**src/rtl/mem_arbiter.sv**
```systemverilog
// Arbitrates icache refill reads and dcache reads/writes onto one burst memory port.
// Define ROUND_ROBIN_EN to alternate priority after each transaction; default is fixed dcache priority.
module mem_arbiter #(
    parameter int ADDR_W = 32,
    parameter int DATA_W = 128,
    parameter int BEATS  = 4
) (
    input  logic              clk,
    input  logic              reset,
    input  logic              ic_req_valid,
    output logic              ic_req_ready,
    input  logic [ADDR_W-1:0] ic_req_addr,
    output logic              ic_resp_valid,
    output logic [DATA_W-1:0] ic_resp_data,
    input  logic              dc_req_valid,
    output logic              dc_req_ready,
    input  logic [ADDR_W-1:0] dc_req_addr,
    input  logic              dc_req_rw,
    input  logic              dc_wdata_valid,
    output logic              dc_wdata_ready,
    input  logic [DATA_W-1:0] dc_wdata,
    output logic              dc_resp_valid,
    output logic [DATA_W-1:0] dc_resp_data,
    output logic              mem_req_valid,
    input  logic              mem_req_ready,
    output logic [ADDR_W-1:0] mem_req_addr,
    output logic              mem_req_rw,
    output logic              mem_wdata_valid,
    input  logic              mem_wdata_ready,
    output logic [DATA_W-1:0] mem_wdata,
    input  logic              mem_resp_valid,
    input  logic [DATA_W-1:0] mem_resp_data,
    output logic              busy,
    output logic              err
);
    // Handshakes: a transfer happens on a rising edge where valid and ready are both high;
    // the arbiter only forwards ready/valid combinationally and never stores a beat.
    localparam int CNT_W = $clog2(BEATS);
    localparam logic [CNT_W-1:0] LAST_BEAT = CNT_W'(BEATS - 1);

    typedef enum logic [1:0] {IDLE = 2'd0, RD = 2'd1, WR = 2'd2} state_t;

    state_t           r_state;
    state_t           w_state_nxt;
    logic             r_owner_dc;
    logic             r_lock;
    logic             r_lock_dc;
    logic             r_err;
    logic [1:0]       r_boot;
    logic [CNT_W-1:0] r_beat;

    logic w_pick_dc;
    logic w_grant_ok;
    logic w_req_hs;
    logic w_rd_beat;
    logic w_wr_beat;
    logic w_last;

`ifdef ROUND_ROBIN_EN
    logic r_rr_ic;

    always_ff @(posedge clk or negedge reset) begin
        if (!reset) begin
            r_rr_ic <= 1'b0;
        end else if ((w_rd_beat || w_wr_beat) && w_last) begin
            r_rr_ic <= ~r_rr_ic;
        end
    end
`endif

    // A stalled request keeps its owner until the memory accepts it.
    always_comb begin
        w_pick_dc = dc_req_valid;
        if (r_lock) w_pick_dc = r_lock_dc;
`ifdef ROUND_ROBIN_EN
        else if (dc_req_valid && ic_req_valid) w_pick_dc = ~r_rr_ic;
`endif
    end

    // Grants are held off through the first full cycle after reset release.
    assign w_grant_ok = (r_state == IDLE) && r_boot[1];
    assign w_req_hs   = mem_req_valid && mem_req_ready;
    assign w_rd_beat  = (r_state == RD) && mem_resp_valid;
    assign w_wr_beat  = (r_state == WR) && dc_wdata_valid && mem_wdata_ready;
    assign w_last     = (r_beat == LAST_BEAT);

    assign mem_req_valid = w_grant_ok && (w_pick_dc ? dc_req_valid : ic_req_valid);
    assign mem_req_addr  = w_pick_dc ? dc_req_addr : ic_req_addr;
    assign mem_req_rw    = w_pick_dc && dc_req_rw;
    assign dc_req_ready  = w_grant_ok && w_pick_dc && mem_req_ready;
    assign ic_req_ready  = w_grant_ok && !w_pick_dc && mem_req_ready;

    assign ic_resp_valid = w_rd_beat && !r_owner_dc;
    assign dc_resp_valid = w_rd_beat && r_owner_dc;
    assign ic_resp_data  = mem_resp_data;
    assign dc_resp_data  = mem_resp_data;

    assign mem_wdata_valid = (r_state == WR) && dc_wdata_valid;
    assign dc_wdata_ready  = (r_state == WR) && mem_wdata_ready;
    assign mem_wdata       = dc_wdata;

    assign busy = (r_state != IDLE);
    assign err  = r_err;

    always_comb begin
        w_state_nxt = r_state;
        case (r_state)
            IDLE:    if (w_req_hs) w_state_nxt = mem_req_rw ? WR : RD;
            RD:      if (w_rd_beat && w_last) w_state_nxt = IDLE;
            WR:      if (w_wr_beat && w_last) w_state_nxt = IDLE;
            default: w_state_nxt = IDLE;
        endcase
    end

    always_ff @(posedge clk or negedge reset) begin
        if (!reset) begin
            r_state    <= IDLE;
            r_owner_dc <= 1'b0;
            r_lock     <= 1'b0;
            r_lock_dc  <= 1'b0;
            r_err      <= 1'b0;
            r_boot     <= 2'b00;
            r_beat     <= '0;
        end else begin
            r_state   <= w_state_nxt;
            r_boot    <= {r_boot[0], 1'b1};
            r_lock    <= mem_req_valid && !mem_req_ready;
            r_lock_dc <= w_pick_dc;
            if (w_req_hs) begin
                r_owner_dc <= w_pick_dc;
                r_beat     <= '0;
            end else if (w_rd_beat || w_wr_beat) begin
                r_beat <= r_beat + 1'b1;
            end
            // Read beats arriving with no read burst in flight are dropped and flagged.
            if (mem_resp_valid && (r_state != RD)) r_err <= 1'b1;
        end
    end

endmodule
```
**config.mk**
```make
export PLATFORM = sky130hd
export DESIGN_NAME = mem_arbiter
export DESIGN_NICKNAME = d
export VERILOG_FILES = /design/src/rtl/mem_arbiter.sv
export SDC_FILE = /design/constraint.sdc
export NUM_CORES = 1
export LEC_CHECK = 0
export ABC_AREA = 1
export BUFFER_PORTS_ARGS = -buffer_cell sky130_fd_sc_hd__buf_2
export CAP_MARGIN = 10
export CORE_AREA = 2 2 298 300
export CTS_CLUSTER_DIAMETER = 30
export DETAILED_ROUTE_END_ITERATION = 10
export DIE_AREA = 0 0 300 302
export SETUP_SLACK_MARGIN = 0.4
export SKIP_CTS_REPAIR_TIMING = 1
export SLEW_MARGIN = 20
export SYNTH_ARGS = -nofsm -noshare
export SYNTH_HDL_FRONTEND = slang
export SYNTH_SLANG_ARGS = --single-unit
```
**constraint.sdc**
```tcl
create_clock -name clk -period 2.5 [get_ports clk]
set_input_delay 0.5 -clock clk [delete_from_list [all_inputs] [get_ports clk]]
set_output_delay 0.5 -clock clk [all_outputs]
set_load 0.03 [all_outputs]
```
==> flow_summary.yaml, run 1 <==
outcome:
  status: "finished clean"
timing:
  slew_violations: 0
  finalCriticalPeriod_ns: 2.04
  skew_ns: 0.00482
  finalCritPeriodShare_pct: 81.6
  setup_tns_ns: 0
  setup_viol: 0
  max_freq_mhz: 490
  hold_viol: 0
  rsz0062_at_grt: "true"
placement:
  dp_hpwl_um: 33900
  place.port_buffers: 114
  place.gp.congestion: 0.671
layout:
  fillers: 10500
  syn2layout_area_growth_pct: -16.4
  multi_input_area_um2: 646
  regArea_um2: 250
  finalNetCount: 621
  drive_gt1_share_pct: 48.6
synth:
  ys.flop_type: "dfrtp_1"
  yosysTopAreaCell: "buf_4"
  netlist.area_leader.share_pct: 74.3
  synth_fp_nets: 887
  synth_cells: 557
  ys_warn_count: 0
  ys_seq_elements: 10
  yosysUniqueCellTypes: 25
  synthTopCellsByArea: "buf_4 (74%), nand2_1 (10%), dfrtp_1 (6.4%)"
  ys_seq_area_share_pct: 6.45
  yosysMostFrequentCell: "buf_4"
  async_flop_share_pct: 100
  synth_common_cells: "buf_4 (384), nand2_1 (104), inv_1 (15)"
  syn_avg_cell_area_um2: 6.97
  netlist_area_um2: 3880
  synth_edf_count: 0
cts:
  clock_latency_ns: 0.25
  clockRootBuffer: "clkbuf_16"
  htree_num_levels: 1
  path_clk_slew_ns: 0.04
  cts_made_buffers: 3
  cts_tree: "yes"
  clock_path_buffers: 2
  cts_num_sinks: 10
global_route:
  antenna_found_initial: 11
  grt_use_total_pct: 7.39
  grt_max_degree: 37
  grt.overflow.total: 0
  grt_pass1_wl_um: 38900
  grt_pass1_vias: 2176
setup_path:
  worstSetupEndpointType: "output port"
  cp_slowest_stage_delay_ns: 0.40
  required_ns: 2.00
  path_class: "flip-flop to output port"
  rr_worst_depth: 8
  critPathLaunchType: "flip-flop"
  cp_common_cell: "nand2_1"
  worstPathArrival_ns: 1.54
  cp_cell_sequence: "inv_1 > nand2_2 > nand2_8 > buf_12 > nand2_1 > nand2_1 > buf_6"
  slowest_stage: "dfrtp_1"
  worstPathMaxFanout: 8
detailed_routing:
  vias: 2287
  drtPass1Iterations: 4
  dr.first_iter.drc_count: 103
  drtAntennaViolNets: 0
  wl_um: 37000
  wl_per_cell_um: 25.4
  viasPerCell: 1.57
  remaining_drc_errors: 0
pwr:
  p_total_uw: 1620
  ir_worst_vdd_uv: 230
  p_leak_uw: 0.00118
  p_per_area_nw_per_um2: 499
die:
  initial_core_util_pct: 4.43
  die-area_um2: 90600
  io_pins: 755
  rows: 109
  die_x_um: 300
  fp.dieH_um: 302
  core_area_um2: 87600
min_path:
  min_path_type: "primary input to async pin"
flow_run:
  max-cap-violations: 0
==> cell families (layout without fill, tap and decap cells) <==
logic type / count (synthesis) / after routing / share of synthesized area, %
other: 1 / 4 / 0.0966
DFF: 10 / 10 / 6.45
xor gates and xnor gates: 1 / 1 / 0.226
adders and majority gates: 1 / 1 / 0.322
buffers and inverters: 408 / 141 / 77.4
and+or+nand+nor: 132 / 132 / 14.9
AOI/OAI and AO/OA: 4 / 4 / 0.612
==> worst paths after layout <==
path	start	to	slack (ns)
hold reg to reg	r_boot[0]$_DFF_PN0_	r_boot[1]$_DFF_PN0_	0.35
max in group asynchronous	reset	r_lock_dc$_DFF_PN0_	2.13
setup reg to reg	r_lock$_DFF_PN0_	r_state[0]$_DFFE_PN0P_	1.22
hold / removal	reset	err$_DFFE_PN0P_	0.13
setup / recovery	r_lock$_DFF_PN0_	mem_req_addr[14]	0.46
min in group clk	r_boot[0]$_DFF_PN0_	r_boot[1]$_DFF_PN0_	0.35
==> critical path: cells and delay by family (launching register included) <==
family | cells | cell delay [ns]
simple gates | 4 | 0.49
buf+inv | 3 | 0.40
flops | 1 | 0.40
==> routing by layer <==
| layer | global-route usage, % | routed length (um) | vias up |
|---|---|---|---|
| met2 | 11.7 | 16300 | 628 |
| met1 | 1.69 | 3830 | 765 |
| met4 | 3.38 | 1930 | 4 |
| met5 | 0 | 21 | - |
| li1 | - | - | 753 |
| met3 | 14.6 | 14900 | 137 |
==> power by group <==
group          switching, uW  internal, uW  leakage (uW)
logic                    721           329       0.00101
clock network           89.0           242     0.0000442
registers               29.9           208      0.000120
==> layout by cell type, fill, tap and decap left out, types with 2 or more instances in the layout <==
| master | instances |
|---|---|
| nand2_1 | 103 |
| buf_2 | 97 |
| inv_1 | 15 |
| buf_4 | 12 |
| dfrtp_1 | 10 |
| nand2_2 | 7 |
| nor2_1 | 6 |
| nand3_1 | 5 |
| clkbuf_16 | 5 |
| clkbuf_4 | 4 |
| diode_2 | 3 |
| inv_2 | 2 |
| nor2_2 | 2 |
| nor2_4 | 2 |
| buf_6 | 2 |
==> per-stage QoR <==
step	utilization (%)	cells	worst slack (ns)	cell area [um2]	hold WS, ns
2_1_floorplan	-	557	0.433	3890	0.204
3_3_place_gp	3.43	1447	0.462	3010	0.333
3_5_place_dp	3.43	1447	0.445	3010	0.336
4_1_cts	3.53	1451	0.369	3090	0.141
5_1_grt	3.71	1457	0.378	3240	0.144
6_report	3.71	1458	0.461	3250	0.133
==> final cells by class <==
type,instances,share of cell area [%]
flip-flops and latches,10,7.71
repair buffers,119,22.0
inverters,18,2.58
diodes,3,0.231
clock buffers,4,2.74
multi-input cells,139,19.9
well taps,1165,44.9
==> state kept, by name (all words and copies together), names as in the netlist <==
name        cells
r_lock_dc       1
r_boot          2
err             1
r_beat          2
r_owner_dc      1
r_lock          1
r_state         2
Power figures use the tool's default switching activity.
==> run 2, diff against run 1 <==
- CORE_AREA: 2 2 298 300 -> 2 2 294 296
- DIE_AREA: 0 0 300 302 -> 0 0 296 298
- clock period: 2.5 -> 1.8 ns (I/O delays scaled with it)
==> run 2 against run 1 <==
  * The run now ends with negative setup slack left
  * Register-to-register slack worse by 0.86 ns
  * Via count is 1.5% lower
  * Hold slack worse by 0.11 ns
  * Clock power is 51% higher
  * Non-clock buffer count is 8 higher
  * Design area is 11% higher
  * Highest routed layer unchanged
==> flow_summary.yaml, run 2 (synthesis gave the netlist of run 1 again) <==
placement:
  dp_hpwl_um: 27100
  place.port_buffers: 114
  dpl_cell_area_um2: 3110
  place.gp.congestion: 0.643
cts:
  cts_made_buffers: 3
  path_clk_slew_ns: 0.05
  clock_path_buffers: 2
  clock_latency_ns: 0.26
  clockRootBuffer: "clkbuf_16"
  cts_num_sinks: 10
  cts_tree: "yes"
  htree_num_levels: 1
layout:
  final_area_um2: 3600
  largest_registers: "r_beat x2, r_boot x2, r_state x2"
  layout_commonest_cell: "buf_2"
  final_cell_mix: "buf_2 (76), nand2_1 (69), nand2_2 (38)"
  drive_gt1_share_pct: 64.8
  fillers: 10200
  finalNetCount: 629
  syn2layout_area_growth_pct: -7.38
setup_path:
  required_ns: 1.44
  critPathLaunchType: "flip-flop"
  path_buf_inv: 4
  slowest_stage: "dfrtp_1"
  cp_slowest_stage_delay_ns: 0.37
  path_class: "flip-flop to output port"
  cp_common_cell: "nand2_2"
  cp_cell_sequence: "inv_1 > nand2_2 > nand2_4 > inv_8 > buf_12 > nand2_1 > nand2_2 > clkbuf_4"
  worstPathMaxFanout: 13
  worstPathArrival_ns: 1.48
  cpLargestDelayFamily: "buffers and inverters"
  worstSetupEndpointType: "output port"
outcome:
  violations: "negative setup slack"
  status: "finished, violations left"
global_route:
  grt_pass1_vias: 2200
  grt_pass1_wl_um: 32800
  grt.overflow.total: 0
  antenna_found_initial: 5
  grt_max_degree: 25
  grt_use_total_pct: 6.23
pwr:
  ir_worst_vdd_uv: 723
  p_leak_uw: 0.00127
  p_per_area_nw_per_um2: 762
detailed_routing:
  wl_um: 30100
  vias: 2253
  wl_per_cell_um: 20.9
  drtPass1Iterations: 4
  viasPerCell: 1.56
  remaining_drc_errors: 0
  drtAntennaViolNets: 0
  dr.first_iter.drc_count: 88
timing:
  hold_viol: 0
  setup_slack_ns: -0.0371
  finalCritPeriodShare_pct: 102
  setup_viol: 12
  setup_tns_ns: -0.282
  finalCriticalPeriod_ns: 1.84
  rsz0062_at_grt: "true"
  skew_ns: 0.00705
  max_freq_mhz: 544
  slew_violations: 0
die:
  fp.dieH_um: 298
  io_pins: 755
  core_area_um2: 84900
  die-area_um2: 88200
  rows: 107
  initial_core_util_pct: 4.57
  die_x_um: 296
flow_run:
  max-cap-violations: 0
min_path:
  min_path_type: "primary input to async pin"
[run 2: final timing paths]
check / start / end / slack, ns / depth (start not counted)
max in group asynchronous: reset / r_boot[1]$_DFF_PN0_ / 1.49 / 1
max: r_lock$_DFF_PN0_ / mem_req_addr[23] / -0.04 / 8
min in group clk: mem_req_ready / r_lock$_DFF_PN0_ / 0.33 / 2
min: reset / r_beat[0]$_DFFE_PN0P_ / 0.02 / 1
min reg2reg: r_boot[0]$_DFF_PN0_ / r_boot[1]$_DFF_PN0_ / 0.35 / 0
max reg2reg: r_state[1]$_DFFE_PN0P_ / r_state[0]$_DFFE_PN0P_ / 0.36 / 9
[run 2: metrics by stage]
| stage | cells | setup slack, ns | total power (uW) | util (%) | hold WS [ns] |
|---|---|---|---|---|---|
| 2_1_floorplan | 557 | 0.227 | 2850 | - | 0.0644 |
| 3_3_place_gp | 1429 | 0.155 | 1730 | 3.66 | 0.322 |
| 3_5_place_dp | 1429 | 0.148 | 1750 | 3.66 | 0.321 |
| 4_1_cts | 1433 | -0.118 | 2280 | 3.77 | 0.0317 |
| 5_1_grt | 1442 | -0.150 | 2950 | 4.23 | 0.0404 |
| 6_report | 1443 | -0.0371 | 2740 | 4.24 | 0.0184 |
[run 2: cell type report]
| type | count | area, um2 | share of cell area, % |
|---|---|---|---|
| inverter | 18 | 75.1 | 2.09 |
| antenna | 1 | 2.50 | 0.0696 |
| clock buffer | 4 | 88.8 | 2.47 |
| multi-input combinational | 139 | 797 | 22.2 |
| tap | 1144 | 1430 | 39.8 |
| sequential | 10 | 250 | 6.96 |
| timing repair buffer | 127 | 951 | 26.4 |
[run 2: per-layer routing]
metal  GRT usage (%)  share of wire (%)
met1            3.17                 18
met5           0.443               0.16
met3            9.30                 32
met4            4.32                8.2
met2            9.18                 41
[run 2: where the power goes]
part,switching (uW),internal [uW]
Combinational,1140,761
Clock,161,338
Sequential,55.1,288
==> run 3, diff against run 2 <==
- RECOVER_POWER: default -> 50
==> run 3 against run 2 <==
  * The flow still finishes with violations (negative setup slack)
  * Clock skew stayed put
  * First-iteration DRC count unchanged
  * Routed wire length about the same
  * Via count stayed put
  * Cell count stayed put
  * Largest cell class unchanged
==> flow_summary.yaml, run 3 (synthesis gave the netlist of run 1 again) <==
pwr:
  p_leak_uw: 0.00127
  p_per_area_nw_per_um2: 762
  ir_worst_vdd_uv: 723
setup_path:
  cpLargestDelayFamily: "buffers and inverters"
  cp_slowest_stage_delay_ns: 0.37
  path_class: "flip-flop to output port"
  slowest_stage: "dfrtp_1"
  cp.depth: 8
  path_buf_inv: 4
  rr_worst_depth: 9
  critPathLaunchType: "flip-flop"
  required_ns: 1.44
  worstPathArrival_ns: 1.48
  worstPathMaxFanout: 13
  cp_cell_sequence: "inv_1 > nand2_2 > nand2_4 > inv_8 > buf_12 > nand2_1 > nand2_2 > clkbuf_4"
  worstSetupEndpointType: "output port"
  cp_common_cell: "nand2_2"
outcome:
  violations: "negative setup slack"
  status: "finished, violations left"
cts:
  cts_tree: "yes"
  path_clk_slew_ns: 0.05
  clockRootBuffer: "clkbuf_16"
  clock_path_buffers: 2
  htree_num_levels: 1
  clock_latency_ns: 0.26
  cts_num_sinks: 10
  cts_made_buffers: 3
timing:
  skew_ns: 0.00705
  slew_headroom_pct: 37.4
  slew_violations: 0
  hold_viol: 0
  setup_slack_ns: -0.0371
  rsz0062_at_grt: "true"
  setup_viol: 12
  finalCritPeriodShare_pct: 102
  max_freq_mhz: 544
  finalCriticalPeriod_ns: 1.84
  tightestPinTransition_ns: 0.940
global_route:
  grt.overflow.total: 0
  grt_pass1_vias: 2200
  grt_pass1_wl_um: 32800
  grt_use_total_pct: 6.23
  antenna_found_initial: 5
  grt_max_degree: 25
layout:
  largest_registers: "r_beat x2, r_boot x2, r_state x2"
  finalNonFillerCells: 1443
  postLayoutCoreUtil_pct: 4.24
  layout_commonest_cell: "buf_2"
  final_area_um2: 3590
  final_cell_mix: "buf_2 (75), nand2_1 (69), nand2_2 (38)"
  drive_gt1_share_pct: 64.4
  syn2layout_area_growth_pct: -7.41
  finalNetCount: 629
detailed_routing:
  viasPerCell: 1.56
  wl_um: 30100
  drtPass1Iterations: 4
  drtAntennaViolNets: 0
  wl_per_cell_um: 20.9
  remaining_drc_errors: 0
  dr.first_iter.drc_count: 88
  vias: 2253
min_path:
  min_path_type: "primary input to async pin"
die:
  fp.dieH_um: 298
  die-area_um2: 88200
  io_pins: 755
  rows: 107
  die_x_um: 296
  core_area_um2: 84900
  initial_core_util_pct: 4.57
placement:
  dpl_cell_area_um2: 3110
  place.gp.congestion: 0.643
  dp_hpwl_um: 27100
  place.port_buffers: 114
  place_inst: 1429
flow_run:
  max-cap-violations: 0
[run 3: final cells by class]
cell class | count | area [um2]
Sequential cell | 10 | 250
Inverter | 18 | 75.1
Timing Repair Buffer | 127 | 950
Antenna cell | 1 | 2.50
Clock buffer | 4 | 88.8
Multi-Input combinational cell | 139 | 797
Tap cell | 1144 | 1430
Fill cell | 10200 | 81300
[run 3: worst paths after layout]
kind	from	slack [ns]	endpoint
setup reg to reg	r_state[1]$_DFFE_PN0P_	0.36	r_state[0]$_DFFE_PN0P_
hold reg to reg	r_boot[0]$_DFF_PN0_	0.35	r_boot[1]$_DFF_PN0_
setup / recovery	r_lock$_DFF_PN0_	-0.04	mem_req_addr[23]
hold / removal	reset	0.22	r_beat[0]$_DFFE_PN0P_
min in group clk	mem_req_ready	0.33	r_lock$_DFF_PN0_
max in group asynchronous	reset	1.00	r_boot[1]$_DFF_PN0_
[run 3: where the power goes]
| part | internal, uW | switching [uW] | leakage, uW |
|---|---|---|---|
| sequential | 288 | 55.1 | 0.000120 |
| combinational | 760 | 1140 | 0.00110 |
| clock | 338 | 161 | 0.0000442 |
| total | 1390 | 1350 | 0.00127 |
[run 3: metal layers]
layer | global-route usage (%) | wire length [um] | up-vias
met3 | 9.30 | 9620 | 165
met5 | 0.443 | 48 | -
met4 | 4.32 | 2460 | 2
li1 | - | - | 770
met1 | 3.17 | 5490 | 806
met2 | 9.18 | 12500 | 510
[run 3: worst reg2reg max path, delay by kind of cell, from the launching register on]
kind / cells / cell delay (ns)
simple gates: 6 / 0.58
flops: 1 / 0.41
buf+inv: 3 / 0.40
[run 3: stage by stage]
step / power [uW] / hold slack, ns / TNS [ns] / worst slack [ns]
after floorplan: 2850 / 0.0644 / 0 / 0.227
after global placement: 1730 / 0.322 / 0 / 0.155
after detailed placement: 1750 / 0.321 / 0 / 0.148
after CTS: 2280 / 0.0317 / -1.59 / -0.118
after global routing: 2950 / 0.298 / -2.94 / -0.150
final: 2740 / 0.220 / -0.282 / -0.0371
